[config.mk]
export PLATFORM = sky130hd
export DESIGN_NAME = song_sequencer
export DESIGN_NICKNAME = d
export VERILOG_FILES = /design/src/rtl/song_sequencer.sv
export SDC_FILE = /design/constraint.sdc
export NUM_CORES = 1
export LEC_CHECK = 0
export CORE_ASPECT_RATIO = 0.5
export CORE_UTILIZATION = 35
export CTS_BUF_LIST = sky130_fd_sc_hd__clkbuf_8
export DETAILED_ROUTE_END_ITERATION = 8
export GPL_TIMING_DRIVEN = 0
export RECOVER_POWER = 100
export REMOVE_ABC_BUFFERS = 1
export SYNTH_ARGS = -nofsm -noshare
export SYNTH_HDL_FRONTEND = slang
export SYNTH_SLANG_ARGS = --single-unit
[constraint.sdc]
create_clock -name oclk -period 3 [get_ports oclk]
set_input_delay 0.6 -clock oclk [delete_from_list [all_inputs] [get_ports oclk]]
set_output_delay 0.6 -clock oclk [all_outputs]
set_load 0.1 [all_outputs]
[src/rtl/song_sequencer.sv]
// Note-stream playback controller: directory of 4 songs, tempo prescaler, and
// a fetch/wait/play FSM that turns host commands into a timed note/gate stream.
module song_sequencer #(
  parameter int ADDR_W   = 10,
  parameter int TICK_DIV = 8
) (
  input  logic              oclk,
  input  logic              rst,
  input  logic              cfg_we,
  input  logic [1:0]        cfg_song,
  input  logic [ADDR_W-1:0] cfg_start,
  input  logic [ADDR_W-1:0] cfg_end,
  input  logic              cmd_valid,
  input  logic [1:0]        cmd_op,
  input  logic [1:0]        cmd_song,
  output logic              cmd_ready,
  input  logic              loop,
  output logic              mem_re,
  output logic [ADDR_W-1:0] mem_addr,
  input  logic [15:0]       mem_data,
  output logic [7:0]        note,
  output logic              gate,
  output logic              busy,
  output logic              done,
  output logic [ADDR_W-1:0] pos
);

  localparam int PW = (TICK_DIV > 2) ? $clog2(TICK_DIV) : 1;
  localparam logic [PW-1:0] PMAX = PW'(TICK_DIV - 1);

  localparam logic [1:0] OP_PLAY  = 2'b01;
  localparam logic [1:0] OP_STOP  = 2'b10;
  localparam logic [1:0] OP_PAUSE = 2'b11;

  typedef enum logic [2:0] {S_IDLE, S_FETCH, S_WAIT, S_PLAY, S_PAUSED} state_t;

  state_t            state_q, state_d;
  logic [ADDR_W-1:0] addr_q, addr_d;
  logic [1:0]        song_q, song_d;
  logic [7:0]        note_q, note_d;
  logic [7:0]        len_q, len_d;
  logic [7:0]        tick_q, tick_d;
  logic [PW-1:0]     pre_q, pre_d;
  logic [ADDR_W-1:0] pos_q, pos_d;
  logic              done_q, done_d;

  logic [ADDR_W-1:0] start_q [4];
  logic [ADDR_W-1:0] end_q   [4];

  logic cmd_acc, tick_wrap, note_last, end_hit;

  assign cmd_ready = (state_q != S_FETCH) && (state_q != S_WAIT);
  assign cmd_acc   = cmd_valid && cmd_ready;
  assign tick_wrap = (pre_q == PMAX);
  assign note_last = tick_wrap && (tick_q == len_q);

  // Directory writes land immediately; playback only reads start/end on
  // PLAY, loop restart or note end, so in-flight songs see the new values
  // only at those points.
  always_ff @(posedge oclk) begin
    if (rst) begin
      for (int i = 0; i < 4; i++) begin
        start_q[i] <= '0;
        end_q[i]   <= '0;
      end
    end else if (cfg_we) begin
      start_q[cfg_song] <= cfg_start;
      end_q[cfg_song]   <= cfg_end;
    end
  end

  always_ff @(posedge oclk) begin
    if (rst) begin
      state_q <= S_IDLE;
      addr_q  <= '0;
      song_q  <= '0;
      note_q  <= '0;
      len_q   <= '0;
      tick_q  <= '0;
      pre_q   <= '0;
      pos_q   <= '0;
      done_q  <= 1'b0;
    end else begin
      state_q <= state_d;
      addr_q  <= addr_d;
      song_q  <= song_d;
      note_q  <= note_d;
      len_q   <= len_d;
      tick_q  <= tick_d;
      pre_q   <= pre_d;
      pos_q   <= pos_d;
      done_q  <= done_d;
    end
  end

  always_comb begin
    state_d = state_q;
    addr_d  = addr_q;
    song_d  = song_q;
    note_d  = note_q;
    len_d   = len_q;
    tick_d  = tick_q;
    pre_d   = pre_q;
    pos_d   = pos_q;
    done_d  = 1'b0;
    end_hit = 1'b0;

    case (state_q)
      S_FETCH: state_d = S_WAIT;
      S_WAIT: begin
        if (mem_data[15:8] == 8'd0) begin
          end_hit = 1'b1;
        end else begin
          note_d  = mem_data[7:0];
          len_d   = mem_data[15:8];
          tick_d  = 8'd1;
          pre_d   = '0;
          pos_d   = addr_q;
          state_d = S_PLAY;
        end
      end
      S_PLAY: begin
        // The cycle a pause lands in still counts as played, except the
        // note's final cycle, which is replayed after resume.
        if (!note_last) begin
          if (tick_wrap) begin
            pre_d  = '0;
            tick_d = tick_q + 8'd1;
          end else begin
            pre_d = pre_q + PW'(1);
          end
        end
        if (cmd_acc && cmd_op == OP_PAUSE) begin
          state_d = S_PAUSED;
        end else if (note_last) begin
          pre_d = '0;
          if (addr_q == end_q[song_q]) begin
            end_hit = 1'b1;
          end else begin
            addr_d  = addr_q + ADDR_W'(1);
            state_d = S_FETCH;
          end
        end
      end
      S_PAUSED: if (cmd_acc && cmd_op == OP_PAUSE) state_d = S_PLAY;
      default: ;
    endcase

    if (end_hit) begin
      if (loop) begin
        addr_d  = start_q[song_q];
        state_d = S_FETCH;
      end else begin
        note_d  = 8'd0;
        done_d  = 1'b1;
        state_d = S_IDLE;
      end
    end

    // Commands take priority over any note-end handling in the same cycle.
    if (cmd_acc && cmd_op == OP_PLAY) begin
      addr_d  = start_q[cmd_song];
      song_d  = cmd_song;
      done_d  = 1'b0;
      state_d = S_FETCH;
    end else if (cmd_acc && cmd_op == OP_STOP) begin
      note_d  = 8'd0;
      done_d  = 1'b0;
      state_d = S_IDLE;
    end
  end

  assign mem_re   = (state_q == S_FETCH);
  assign mem_addr = addr_q;
  assign note     = note_q;
  assign gate     = (state_q == S_PLAY) && !note_last;
  assign busy     = (state_q != S_IDLE);
  assign done     = done_q;
  assign pos      = pos_q;

endmodule

Word-level counts from Yosys, hierarchy flattened
Memories as Yosys holds them, arrays and structs flattened. A register that Yosys moved wholly into a read port is not among the register bits. Cells that the tools add are included.

Bits in registers: 53. Bits in latches: 0. RAM bits: 80. ROM bits: 0. Input port bits: 47. Output and inout port bits: 33. Memories: 2.

Add/sub/neg operators: 3. Multiply operators: 0. Div/mod/pow operators: 0. Order comparisons: 0. Eq/ne operators: 23. Shift-type cells: 0. Mux-type cells: 54. Bitwise operators: 2. Reductions and logical operators: 22.

Memory list: end_q (depth 4, width 10, rd ports 1, clocked after memory_dff 1, wr ports 4, RTL line 48) `logic [ADDR_W-1:0] end_q [4];`; start_q (depth 4, width 10, rd ports 2, clocked after memory_dff 1, wr ports 4, RTL line 47) `logic [ADDR_W-1:0] start_q [4];`.

Operator list (number): $mux 10 (9); $mux 8 (9); $mux 3 (11); $reduce_or 10->1 (2); $pmux 8 s2 (1); $mux 1 (15); $mux 2 (6); $ne 6x6->1 const B (2); $pmux 3 s4 (1); $add 10x1->10 const B (1); $eq 10x10->1 (1); $ne 5x5->1 const B (2); $reduce_and 5->1 (2); $add 8x1->8 const B (1); $eq 8x8->1 (1); $logic_not 8->1 (1); $ne 4x4->1 const B (2); $logic_and 1x1->1 (7); $reduce_bool 7->1 (1); $eq 3x2->1 const B (2); $eq 3x3->1 const B (2); $ne 2x2->1 const B (3); $ne 3x3->1 const B (2); $pmux 3 s2 (1); 16 further kinds (19).

Longest topological paths before layout
Gate-level depths: netlist of run 1.

Depth in word-level cells: 9. Depth in mapped cells: 10. Gate-level depth less buffers: 9.

Worst setup path after synthesis of run 1
OpenSTA, ideal clock, no wires.

Path type: register -> output. Start point: reg state_q[0]. End point: out mem_re. Data arrival time: 2903 ps. Required time: 2400 ps. Setup slack: -503 ps. Stages on the path, launching flop included: 3. Path buffers: 1. Cell sequence: dfxtp_1 clkbuf_1 nor3b_1.

Longest elaborated chain between the ends: 1.

Ends and longest elaborated chain: from (decl) (RTL line 37) `state_t state_q, state_d;`; from (signal assigned) (RTL line 84) `state_q <= state_d;`; $eq 3x1->1 (RTL line 173) `assign mem_re = (state_q == S_FETCH);`; to (decl) (RTL line 18) `output logic mem_re,`.

No other way between the ends.

Worst setup path after layout of run 1
Ends and elaborated chain as after synthesis.

==> metrics.yaml, run 1 <==
run_status: "complete, but fails checks"
violations: "max-capacitance violations"
track_usage: 0.1618
core_um2: 17700
p_total_w: 0.004929
portBuffers: 79
p_leak_nw: 2.796
grt_max_degree: 37
first_pass_iters: 5
holdPathEnd: "pos[7]$_SDFFE_PP0P_"
syn2layout_area_growth_pct: 21.81
worstSetupEndpointType: "output port"
met3_usage: 0.04145
hold_slack_ps: 453.1
max_freq_mhz: 351.0
dp.cells: 835
syn_inst: 550
clock_skew_ps: 20.54
ys_dominant_reg_cell: "edfxtp_1"
netlist-cell-type-count: 50
die_w_um: 194.0
dp_slack_ps: -998.6
synth_area_um2: 6449
start_kind: "flip-flop"
rr_endpoint: "mem_addr[1]$_SDFF_PP0_"
cts-root-buf: "clkbuf_8"
min_period_ps: 2849
slew_violations: 0
fin_nets: 672
drt_iter0_drc: 231
gp_congestion: 0.7312
grt_use_met1: 0.2102
use_met2: 0.2640
overflow: 0
hp-start: "pos[7]$_SDFFE_PP0P_"
grt_busiest_layer: "met2"
num-fill-cells: 1648
critical_path_class: "flip-flop to output port"
worst-endpoint-arrival_ps: 2250
ctsHtreeMaxLevel: 4
worstPathRequired_ps: 2400
holdCritPathClass: "flip-flop to flip-flop"
start_util: 0.3644
synth_seq_cells: 135
synthArstFlopShare: 0
antenna_found_initial: 0
setup_viol: 0
rows: 34
die_height_um: 97.98
yosysSeqAreaShare: 0.5433
instances_no_fill: 868
wl_per_cell_um: 17.04
power.density_nw_per_um2: 627.5
clk_path_buf_depth: 2
cts_tree: "yes"
rsz0062_at_grt: "no"
clk_pin_slew_ps: 80
synth-edff-count: 80
place_hpwl_mm: 10.04
rr_worst_depth: 8
yosysWarnings: 0
drv_cap: 1
drtAntennaViolNets: 0
dieArea_um2: 19000
avgSynthCellArea_um2: 11.72
vias: 4297
layout_commonest_cell: "edfxtp_1"
holdBufCountCts: 0
worstSkewPairLatency_ps: 440
crit_start: "state_q[0]$_SDFFE_PP0P_"
final_cell_mix: "edfxtp_1, nand2_1, dfxtp_1"
slew_headroom: 0.003760
fin_ws_ps: 150.8
holdPathStages: 2
via_per_inst: 4.950
finalHoldViolations: 0
drt-total-wl_mm: 14.79
cts_made_buffers: 17
grt_pass1_wl_mm: 23.65
ios: 80
cts.sinks: 135
irDropWorstVdd_uv: 197.1
rrSetupSlack_ps: 160
diodes: 0
layout-drive-gt1-share: 0.1278
crit_fanout: 13
first_global_vias: 4335
worstMarginPinSlew_ps: 1491
drc: 0
period_share: 0.9497
-- synthesized netlist by cell type, types with 2 or more instances --
cell      instances  area share
and2_1           81       0.079
edfxtp_1         80        0.37
nand2_1          63       0.037
dfxtp_1          55        0.17
a21oi_1          32       0.025
clkbuf_1         28       0.016
mux4_2           25       0.087
nor2_1           24       0.014
xor2_1           20       0.027
nor2b_1          16       0.016
xnor2_1          16       0.022
nand3_1          11      0.0085
a221o_1          10       0.016
nor3_1            8      0.0062
mux2i_1           6      0.0093
nor3b_1           6      0.0070
nor4_1            6      0.0058
and3_1            5      0.0049
o21ai_0           5      0.0039
or2_2             5      0.0049
a22oi_1           4      0.0047
ha_1              4      0.0078
inv_1             3      0.0017
mux4_1            3       0.012
nand2b_1          3      0.0029
nand4_1           3      0.0029
a211oi_1          2      0.0023
a311oi_1          2      0.0027
buf_4             2      0.0023
or3_1             2      0.0019
-- routing by layer --
layer,up-vias,part of all wire
met3,10,0.044
met2,93,0.46
li1,2128,-
met4,0,0.011
met1,2066,0.48
met5,-,0
-- report_power, final --
part           leakage (nW)  total, W  internal, W  switching (W)
combinational          1.37   0.00120     0.000377       0.000822
clock                 0.203   0.00148     0.000627       0.000854
sequential             1.23   0.00225      0.00212       0.000131
-- flip-flops by register name (all words and copies together) (netlist names), named ones only --
register  flops
end_q        40
state_q       3
pre_q         3
start_q      40
pos          10
len_q         8
mem_addr     10
note          8
song_q        2
done          1
tick_q        8
-- worst max path at each step --
| stage | endpoint | cells past startpoint |
|---|---|---|
| floorplan | tick_q[5]$_SDFFE_PP0P_ | 8 |
| detailed placement | end_q[1][6]$_SDFFCE_PN0P_ | 5 |
| global placement | start_q[1][5]$_SDFFCE_PN0P_ | 4 |
| CTS | mem_addr[1]$_SDFF_PP0_ | 8 |
| global route | mem_re | 2 |
| finish | mem_re | 2 |
-- through the flow --
stage | TNS, ps | area (µm²) | utilization
finish | 0 | 7855 | 0.4439
global route | 0 | 7855 | 0.4439
CTS | 0 | 7878 | 0.4451
detailed placement | -77260 | 7488 | 0.4231
global placement | -241300 | 7392 | 0.4177
floorplan | -2470 | 6309 | -
-- timing repair --
item	in CTS	in global routing
gates resized for setup	12	6
endpoints found under the setup margin	68	23
setup buffers	0	1
hold endpoints to repair	0	0
-- logic make-up (layout without fill, tap and decap cells) --
logic type | Yosys count | count (layout) | share of synthesized area
adder cells (fa/ha/maj) | 4 | 4 | 0.007761
flip-flops | 135 | 135 | 0.5433
XOR/XNOR | 36 | 36 | 0.04889
buffers and inverters | 36 | 120 | 0.02347
AND/OR/NAND/NOR | 239 | 239 | 0.1993
multiplexers | 35 | 35 | 0.1112
AO/OA/AOI/OAI | 65 | 65 | 0.06616
-- cell type report --
class	instances	area [µm²]	area share
Tap cell	234	292.8	0.03727
Clock buffer	17	234.0	0.02979
Multi-Input combinational cell	379	2825	0.3597
Timing Repair Buffer	85	827.0	0.1053
Inverter	3	11.26	0.001434
Sequential cell	135	3511	0.4470
Clock inverter	15	153.9	0.01959
-- critical path: stages, from the launching register on --
cell and delay, ps:
dfxtp_1 610, nor3b_1 300, dlygate4sd2_1 910
Power figures use the tool's default switching activity.
==> inputs of run 2 (changes only) <==
--- a/config.mk
+++ b/config.mk
@@ -5,7 +5,7 @@
 export SDC_FILE = /design/constraint.sdc
 export NUM_CORES = 1
 export LEC_CHECK = 0
-export CORE_ASPECT_RATIO = 0.5
+export ABC_AREA = 0
 export CORE_UTILIZATION = 35
 export CTS_BUF_LIST = sky130_fd_sc_hd__clkbuf_8
 export DETAILED_ROUTE_END_ITERATION = 8
==> metrics.yaml, run 2 (synthesis results as in run 1) <==
cp_slowest_cell: "mux4_2"
critPathBufInv: 0  # -1
critical_path_class: "flip-flop to flip-flop"
pwr-share-comb: 0.238  # -0.005
switching_share: 0.3312  # -0.03532
cp_top_family: "simple AND/OR/NAND/NOR gates"
diodes: 0  # unchanged
dp.cells: 829  # -0.72%
power.density_nw_per_um2: 639.7  # +2.0%
period_share: 0.9572  # +0.007519
max_freq_mhz: 348.2  # -0.79%
crit_fanout: 11  # -2
run_status: "complete, but fails checks"
layout-drive-gt1-share: 0.1280  # +0.0002018
cts_made_buffers: 17  # unchanged
drv_cap: 1  # unchanged
cp_num_cells: 8  # +6
drtAntennaViolNets: 0  # unchanged
rr_worst_depth: 8  # unchanged
grt_max_degree: 37  # unchanged
internal-power_w: 0.003387  # +8.5%
worstSkewPairLatency_ps: 450  # about the same
holdCritPathClass: "flip-flop to flip-flop"
min_period_ps: 2872  # +22.56 ps
place_hpwl_mm: 10.09  # +0.51%
vias: 4337  # +0.93%
wl_per_cell_um: 17.57  # +3.1%
portBuffers: 79  # unchanged
drt_iter0_drc: 218  # -5.6%
dieArea_um2: 18970  # -0.17%
worstPathRequired_ps: 3390  # +990 ps
clk_pin_slew_ps: 70  # about the same
finalHoldViolations: 0  # unchanged
clock_skew_ps: 13.55  # -6.994 ps
holdPathStages: 2  # unchanged
first_pass_iters: 4  # -1
rows: 49  # +44%
die_w_um: 137.7  # -29%
drt-total-wl_mm: 15.15  # +2.4%
violations: "max-capacitance violations, max-slew violations"
holdBufCountCts: 0  # unchanged
syn2layout_area_growth_pct: 22.76
grt_pass1_wl_mm: 23.63  # about the same
start_kind: "flip-flop"
seqPwrFrac: 0.444  # -0.012
crit_path_cell_trace: "mux4_2, xor2_1, nor4_2, o21ai_2, nor3_1, or2_2, and3_1, a221o_1"
layout_commonest_cell: "edfxtp_1"
dp_slack_ps: -1219  # -220.3 ps
fin_util: 0.4392  # -0.004671
irDropWorstVdd_uv: 331.8  # +68%
pwr-share-clk: 0.318  # +0.018
ctsHtreeMaxLevel: 4  # unchanged
core_um2: 18020  # +1.9%
via_per_inst: 5.031  # +1.6%
instances_no_fill: 862  # -0.69%
start_util: 0.3578  # -0.006627
drc: 0  # unchanged
overflow: 0  # unchanged
fin_ws_ps: 128.3  # -22.56 ps
rsz0062_at_grt: "no"
final_cell_mix: "edfxtp_1, nand2_1, dfxtp_1"
die_height_um: 137.7  # +41%
setup_viol: 0  # unchanged
p_leak_nw: 2.819  # +0.82%
largestRegisters: "end_q (40), start_q (40)"
ios: 80  # unchanged
p_sw_w: 0.001677  # -7.2%
clk_path_buf_depth: 2  # unchanged
max_stage_delay_ps: 600  # -310 ps
worstMarginPinSlew_ps: 1670  # +178.4 ps
antenna_found_initial: 0  # unchanged
cts_tree: "yes"
slew_headroom: -0.1154  # -0.1192
gp_congestion: 0.7942  # +8.6%
first_global_vias: 4407  # +1.7%
cts-root-buf: "clkbuf_8"
cts.sinks: 135  # unchanged
track_usage: 0.1708  # +0.008939
worst-endpoint-arrival_ps: 3260  # +1010 ps
worstSetupEndpointType: "flip-flop"
fin_nets: 672  # unchanged
slew_violations: 21  # +21
-- run 2: area by class of cell --
class | count | area (µm²)
Timing Repair Buffer | 84 | 819.5
Clock buffer | 17 | 234.0
Multi-Input combinational cell | 380 | 2868
Fill cell | 1700 | 10110
Clock inverter | 14 | 186.4
Sequential cell | 135 | 3511
Tap cell | 229 | 286.5
Inverter | 3 | 11.26
-- run 2: path summary, 6_finish.rpt --
path                                    startpoint                endpoint  slack, ps
worst min register to register  note[6]$_SDFF_PP0_      note[6]$_SDFF_PP0_        450
worst min-delay path            note[6]$_SDFF_PP0_      note[6]$_SDFF_PP0_        450
worst max-delay path                     flip-flop  mem_addr[8]$_SDFF_PP0_        130
worst max register to register           flip-flop  mem_addr[8]$_SDFF_PP0_        130
-- run 2: power groups by stage --
| stage | Combinational, W | Clock [W] | Sequential (W) |
|---|---|---|---|
| 3_3_place_gp | 0.00120 | 0 | 0.00228 |
| 6_report | 0.00121 | 0.00161 | 0.00225 |
| 5_1_grt | 0.00130 | 0.00171 | 0.00227 |
| 3_5_place_dp | 0.00122 | 0 | 0.00229 |
| 2_1_floorplan | 0.000663 | 0 | 0.00247 |
| 4_1_cts | 0.00122 | 0.00163 | 0.00225 |
-- run 2: timing repair --
action / CTS / global route
gates cloned: 0 / 1
gates resized for setup: 17 / 11
setup buffers: 1 / 0
setup endpoints to repair: 88 / 16
-- run 2: worst reg2reg max path, delay by kind of cell (launching register included) --
family           cells  cell delay, ps
multiplexers         1             600
AND/OR/NAND/NOR      4            1120
XOR/XNOR             1             170
flip-flops           1             510
AO/OA/AOI/OAI        2             410
-- run 2: per-stage QoR --
| stage | total power [W] | hold slack (ps) | instance area, µm² | setup TNS [ps] |
|---|---|---|---|---|
| 6_report | 0.005064 | 453.0 | 7916 | 0 |
| 5_1_grt | 0.005274 | 468.1 | 7916 | 0 |
| 4_1_cts | 0.005102 | 456.1 | 7915 | 0 |
| 3_5_place_dp | 0.003510 | 446.8 | 7460 | -90930 |
| 3_3_place_gp | 0.003481 | 441.3 | 7386 | -246400 |
| 2_1_floorplan | 0.003129 | 443.5 | 6309 | -2470 |
-- run 2: routing by layer --
layer / part of all wire / track usage
met1: 0.45 / 0.2062
met3: 0.038 / 0.04157
met4: 0.014 / 0.05857
met2: 0.50 / 0.2959
met5: 0 / 0
